[src/rtl/seg7_scan_driver.sv]
// seg7_scan_driver: shows a 32-bit word as 8 hex digits on a multiplexed,
// common-anode, active-low 7-segment display (nibble k on digit k).
// The word is latched once per scan frame so digits never tear. Each digit
// slot starts with an all-off gap to suppress ghosting.
// Optional feature macro: SEG7_LEADING_ZERO_BLANK_EN (suppress leading zeros;
// digit 0 is always shown).
module seg7_scan_driver #(
  parameter int unsigned SCAN_DIV  = 50000,
  parameter int unsigned BLANK_CYC = 16
) (
  input  logic        clk,
  input  logic        rst,
  input  logic [31:0] data_i,
  output logic [7:0]  an_o,
  output logic [7:0]  seg_o
);

  localparam int unsigned CW = (SCAN_DIV > 1) ? $clog2(SCAN_DIV) : 1;
  localparam logic [CW-1:0] CNT_LAST  = CW'(SCAN_DIV - 1);
  localparam logic [CW-1:0] BLANK_LIM = CW'(BLANK_CYC);

  logic [CW-1:0] cnt;
  logic [2:0]    idx;
  logic [31:0]   frame;

  logic          cnt_wrap;
  logic          frame_start;
  logic [3:0]    nibble;
  logic          show;
  logic [7:0]    an_nxt;
  logic [7:0]    seg_nxt;

  // Hex to active-low segments {dp,g,f,e,d,c,b,a}; dp always off.
  function automatic logic [7:0] dec(input logic [3:0] n);
    logic [7:0] s;
    s = 8'hFF;
    case (n)
      4'h0: s = 8'hC0;
      4'h1: s = 8'hF9;
      4'h2: s = 8'hA4;
      4'h3: s = 8'hB0;
      4'h4: s = 8'h99;
      4'h5: s = 8'h92;
      4'h6: s = 8'h82;
      4'h7: s = 8'hF8;
      4'h8: s = 8'h80;
      4'h9: s = 8'h90;
      4'hA: s = 8'h88;
      4'hB: s = 8'h83;
      4'hC: s = 8'hC6;
      4'hD: s = 8'hA1;
      4'hE: s = 8'h86;
      4'hF: s = 8'h8E;
      default: s = 8'hFF;
    endcase
    return s;
  endfunction

  assign cnt_wrap    = (cnt == CNT_LAST);
  assign frame_start = (cnt == '0) && (idx == '0);
  assign nibble      = frame[{idx, 2'b00} +: 4];

`ifdef SEG7_LEADING_ZERO_BLANK_EN
  logic lead_zero;
  // Digit k>0 is a leading zero when every nibble from k upward is zero.
  always_comb begin
    lead_zero = (idx != 3'd0) && ((frame >> {idx, 2'b00}) == 32'd0);
  end
`endif

  // Slot counter, digit index and once-per-frame word latch.
  always_ff @(posedge clk) begin
    if (rst) begin
      cnt   <= '0;
      idx   <= '0;
      frame <= '0;
    end else begin
      if (frame_start) begin
        frame <= data_i;
      end
      if (cnt_wrap) begin
        cnt <= '0;
        idx <= idx + 3'd1;
      end else begin
        cnt <= cnt + CW'(1);
      end
    end
  end

  // Next output pattern; the blank gap turns segments off as well as anodes.
  always_comb begin
    an_nxt  = '1;
    seg_nxt = '1;
    show    = (cnt >= BLANK_LIM);
`ifdef SEG7_LEADING_ZERO_BLANK_EN
    if (lead_zero) begin
      show = 1'b0;
    end
`endif
    if (show) begin
      an_nxt  = ~(8'b1 << idx);
      seg_nxt = dec(nibble);
    end
  end

  // Registered outputs, one cycle behind the scan position.
  always_ff @(posedge clk) begin
    if (rst) begin
      an_o  <= '1;
      seg_o <= '1;
    end else begin
      an_o  <= an_nxt;
      seg_o <= seg_nxt;
    end
  end

endmodule

[config.mk]
export PLATFORM = sky130hd
export DESIGN_NAME = seg7_scan_driver
export DESIGN_NICKNAME = d
export VERILOG_FILES = /design/src/rtl/seg7_scan_driver.sv
export SDC_FILE = /design/constraint.sdc
export NUM_CORES = 1
export LEC_CHECK = 0
export CELL_PAD_IN_SITES_DETAIL_PLACEMENT = 0
export CELL_PAD_IN_SITES_GLOBAL_PLACEMENT = 2
export CORE_ASPECT_RATIO = 0.7
export CORE_UTILIZATION = 33
export DETAILED_ROUTE_END_ITERATION = 16
export GPL_TIMING_DRIVEN = 1
export PLACE_DENSITY_LB_ADDON = 0.1
export SYNTH_ARGS = -nofsm -noshare
export SYNTH_HDL_FRONTEND = slang
export SYNTH_SLANG_ARGS = --single-unit
[constraint.sdc]
create_clock -name clk -period 2.8 [get_ports clk]
set_input_delay 0.56 -clock clk [delete_from_list [all_inputs] [get_ports clk]]
set_output_delay 0.56 -clock clk [all_outputs]
set_load 0.05 [all_outputs]
After elaboration in Yosys (flattened, before gate mapping)

Memory sizes are Yosys's and may differ from the RTL's. A register that Yosys moved wholly into a read port is not among the register bits.
Index checks and enable logic that the tools add are counted.

$add $sub $neg: 2
Multiply operators: 0
Div/mod/pow operators: 0
$lt $le $gt $ge: 1
Equality and inequality tests: 1
Shift operators: 2
Mux-type cells: 0
Bitwise gates (word level): 2
Reduce and logical (&&, ||, !) cells: 5

Operators by type and width:

| operator              | count |
|---|---|
| $shiftx 32x6->4       | 1 |
| $add 16x1->16 const B | 1 |
| $eq 16x16->1 const B  | 1 |
| $ge 16x5->1 const B   | 1 |
| $logic_not 16->1      | 1 |
| $not 8->8             | 1 |
| $shl 1x3->8 const A   | 1 |
| $reduce_or 2->1       | 2 |
| $add 3x1->3 const B   | 1 |
| $logic_not 3->1       | 1 |
| $logic_and 1x1->1     | 1 |
| $not 1->1             | 1 |

Flip-flop bits (word level): 67
Bits in latches: 0
Bits in writable memories: 0
Bits in read-only memories: 112
Word-level logic and storage cells: 19
Memories kept: 1

Memories:

| memory          | depth | bits a word | rd ports | clocked after memory_dff | wr ports | RTL line | text |
|---|---|---|---|---|---|---|---|
| (no name shown) | 16    | 7           | 1        | 1                        | 0        | 37       | `case (n)` |

Depth between registers and ports, before layout

Depth in word-level cells: 3
Gate-level depth with buffers: 9
Depth with buffers taken out: 8

Worst setup path before layout

No wires, ideal clock.

Path type: reg2reg
Start point: register idx[0]
End point: register seg_o[3]
Library setup time: 134 ps
Arrival: 1993 ps
Data required time: 2666 ps
Slack: 673 ps
Stages on the path, launching flop included: 7
Path buffers: 1
Cells stage by stage: dfxtp_1 -> buf_6 -> mux4_2 -> mux2_2 -> ha_1 -> a2111oi_0 -> a31oi_1

Cells in the longest elaborated chain, start to end: 1

Ends and longest elaborated chain:

| what                     | RTL line | text |
|---|---|---|
| start: declaration       | 23       | `logic [2:0] idx;` |
| start signal: assignment | 83       | `idx <= idx + 3'd1;` |
| $shiftx 32x6->4          | 61       | `assign nibble = frame[{idx, 2'b00} +: 4];` |
| end: declaration         | 15       | `output logic [7:0] seg_o` |

Every way passes these cells.
A chain may end at the register's enable or synchronous reset.

Worst setup path after layout

Same ends and word-level chain as after synthesis.

==> metrics.txt <==
floorplan die area approximately 0.0095 mm^2; cts bufs inserted 9; length of routed met3 wiring 395 um; status finished clean; vias around 2200; Critical Path AT around 2.6 ns; maximum fanout count along the critical path 8; cell-by-cell trace of the critical path mux4_1 > nand2_1 > nand2_1 > ha_1 > inv_1 > a21oi_1 > a2111oi_0 > a31oi_1; worst vdd ir around 0.35 mV; share of layout cells above drive strength 1 approximately 9.8%; number of warnings printed during yosys synthesis 0; Net Count, Synth between 300 and 400; maximum number of pins on one net before global-route repair 33; die boundary height between 80 and 90 um; setup slack at placement ~0.42 ns; floorplan row count 28; Net Switching ~0.56 mW; number of max-cap violations 0; library cell contributing the largest single delay on the critical path mux4_1; clock latency of the later-clocked register in the worst-skew pair 0.33 ns; area grow syn2layout 28.8%; num ports 50; path type of the worst setup path flip-flop to flip-flop; uppermost layer routed met4; first-pass GRT wire length roughly 11000 um; power density of the placed cells 607 mW/mm^2; ANT cells 0; delay of the slowest cell on the worst path 0.62 ns; H-tree Lvls 3; setup tns final 0 ns; final count of hold timing violations 0; initial antenna violation count 0; flop and latch count out of synthesis 66; number of buffers added on ports 48; static leakage between 1.5 and 2 nW; worst clock skew just over 0.005 ns; Worst Setup Slack, final ~0.44 ns; number of remaining DRC errors 0; global placer's final weighted congestion around 0.73; Post-Syn Area per Cell around 10 um^2; synth unique cells 46; sort of element at the end of the critical path flip-flop; total wire length after detailed routing approximately 6600 um; share of the clock period used by the worst path a little over four fifths; Synth Cell Area a little over 0.003 mm^2; width of the chip about 120 um; DRC violation total after the first TritonRoute iteration around 110; Std-Cell Core Area roughly 0.0087 mm^2; path category of the worst min-delay check flip-flop to flip-flop; first-pass iteration count of the detailed router 4; required time of the worst setup path around 3 ns; Max-Slew Margin vs Limit ~64%; total global routing track utilization 15.4%; post-cts sizing count 0; Highest Clock Rate approximately 420 MHz; Crit path top cell by count nand2_1; via-per-instance ratio between 4 and 5; sw frac between 20% and 30%; Clock power frac approximately 45%; number of nets in the layout 398; final-report max-slew violation count 0; Int Pwr 1.80 mW; RSZ-0062 raised after global routing false; Comb pwr share between 10% and 20%; Starting Density 34.9%; transition at the pin with the smallest max-transition slack ~0.55 ns; metal1 wirelength ~3800 um; clock sinks 66; synthesized instance count about 300; root buffer cell clkbuf_16; Worst Setup Start Kind flip-flop; CTS tree yes; sequential share of power 43.2%; count of flip-flops with a built-in enable after synthesis 0; FILL cells about 860; total setup buffers inserted after CTS 0; number of buffers on the longest clock path 2; vias in the first global route 2000; Period minus WS final 2.36 ns; ys flop type dfxtp_1; Post-synth ARST share 0%; Setup violations, final 0; sum of overflow across all layers after global routing 0; metal2 WL 2310 um; number of buffers added to fix hold violations after cts 0; average wire per standard cell 13.8 um; clock input transition at the sequential cells of the worst setup and hold paths ~0.050 ns; sum of net half-perimeters after detailed placement around 4800 um; Antenna Nets Post-Route 0; part of the Yosys area used for sequential elements between 40% and 50%
-- sequential cells by signal, indices dropped and copies added (netlist names) --
name / flops
frame: 32
cnt: 16
an_o: 8
seg_o: 7
idx: 3
-- synthesized netlist by cell type (2+ instances only) --
cell,count,share of area (%)
nor3_1,2,0.33
xor2_1,9,2.6
clkbuf_1,5,0.62
mux2i_1,39,13
buf_2,2,0.33
mux2_2,3,1.1
nand2_1,17,2.1
mux4_1,3,2.6
or3_1,2,0.41
mux4_2,3,2.2
o21ai_0,3,0.50
and3_1,3,0.62
ha_1,13,5.4
o221ai_1,5,1.5
buf_4,3,0.75
nand4_1,4,0.83
nand3_1,11,1.8
a21oi_1,4,0.66
buf_6,5,1.9
nor2_1,58,7.2
inv_1,10,1.2
xnor2_1,5,1.5
nor4_4,2,1.4
dfxtp_1,66,44
-- power by group through the flow --
stage	sequential [mW]	clock (mW)	combinational, mW
floorplan	1.02	0	0.210
global placement	1.04	0	0.279
detailed placement	1.04	0	0.280
CTS	1.02	1.09	0.282
global route	1.02	1.13	0.310
finish	1.02	1.06	0.279
-- path summary, 6_finish.rpt --
path / startpoint / end / slack, ns / cells past startpoint
worst max-delay path: idx[0] / seg_o[3] / 0.44 / 8
worst min-delay path: cnt[0] / cnt[0] / 0.45 / 1
worst max register to register: idx[0] / seg_o[3] / 0.44 / 8
worst min register to register: cnt[0] / cnt[0] / 0.45 / 1
-- critical path, delay by kind of cell (launching register included) --
kind | cells | cell delay (ns)
adder cells (fa/ha/maj) | 1 | 0.25
flip-flops | 1 | 0.61
buffers and inverters | 1 | 0.08
multiplexers | 1 | 0.62
AND/OR/NAND/NOR | 2 | 0.22
AO/OA/AOI/OAI | 3 | 0.45
-- cell type report --
type	count	area [um^2]	share of cell area, %
clock buffer	14	274	7.05
multi-input combinational	207	1550	39.8
tap	120	150	3.86
sequential	66	1320	34.0
clock inverter	2	10.0	0.257
timing repair buffer	57	548	14.1
inverter	10	37.5	0.966
-- through the flow --
stage	area, um^2	instances	total power, mW	hold slack, ns	util [%]
after floorplan	3020	299	1.23	0.425	-
after global placement	3600	460	1.32	0.441	41.6
after detailed placement	3600	460	1.32	0.455	41.6
after CTS	3890	476	2.39	0.467	44.9
after global routing	3890	476	2.47	0.493	44.9
final	3890	476	2.36	0.454	44.9
-- routing by layer --
metal | vias to the layer above | global-route usage (%)
met5 | - | 0
met4 | 0 | 4.62
met3 | 6 | 6.64
met2 | 62 | 18.8
met1 | 975 | 23.1
li1 | 1139 | -
-- cell families after synthesis --
kind of cell,share of synthesized area (%)
muxes,18.9
AOI/OAI and AO/OA,5.18
adders and majority gates,5.39
buffers and inverters,4.97
and+or+nand+nor,17.6
xor gates and xnor gates,4.06
DFF,43.8
other,0.124
-- cells in the final DEF (no fill, tap or decap), types with 3 or more instances in the layout --
cell / n
a21oi_1: 4
and3_1: 3
buf_4: 9
clkbuf_16: 9
clkbuf_8: 3
clkdlybuf4s50_1: 48
dfxtp_1: 66
ha_1: 13
inv_1: 10
mux2_2: 3
mux2i_1: 39
mux4_1: 3
mux4_2: 3
nand2_1: 17
nand3_1: 11
nand4_1: 4
nor2_1: 58
o21ai_0: 3
o221ai_1: 5
xnor2_1: 5
xor2_1: 9
No activity file was read; power rests on OpenSTA's default activity.
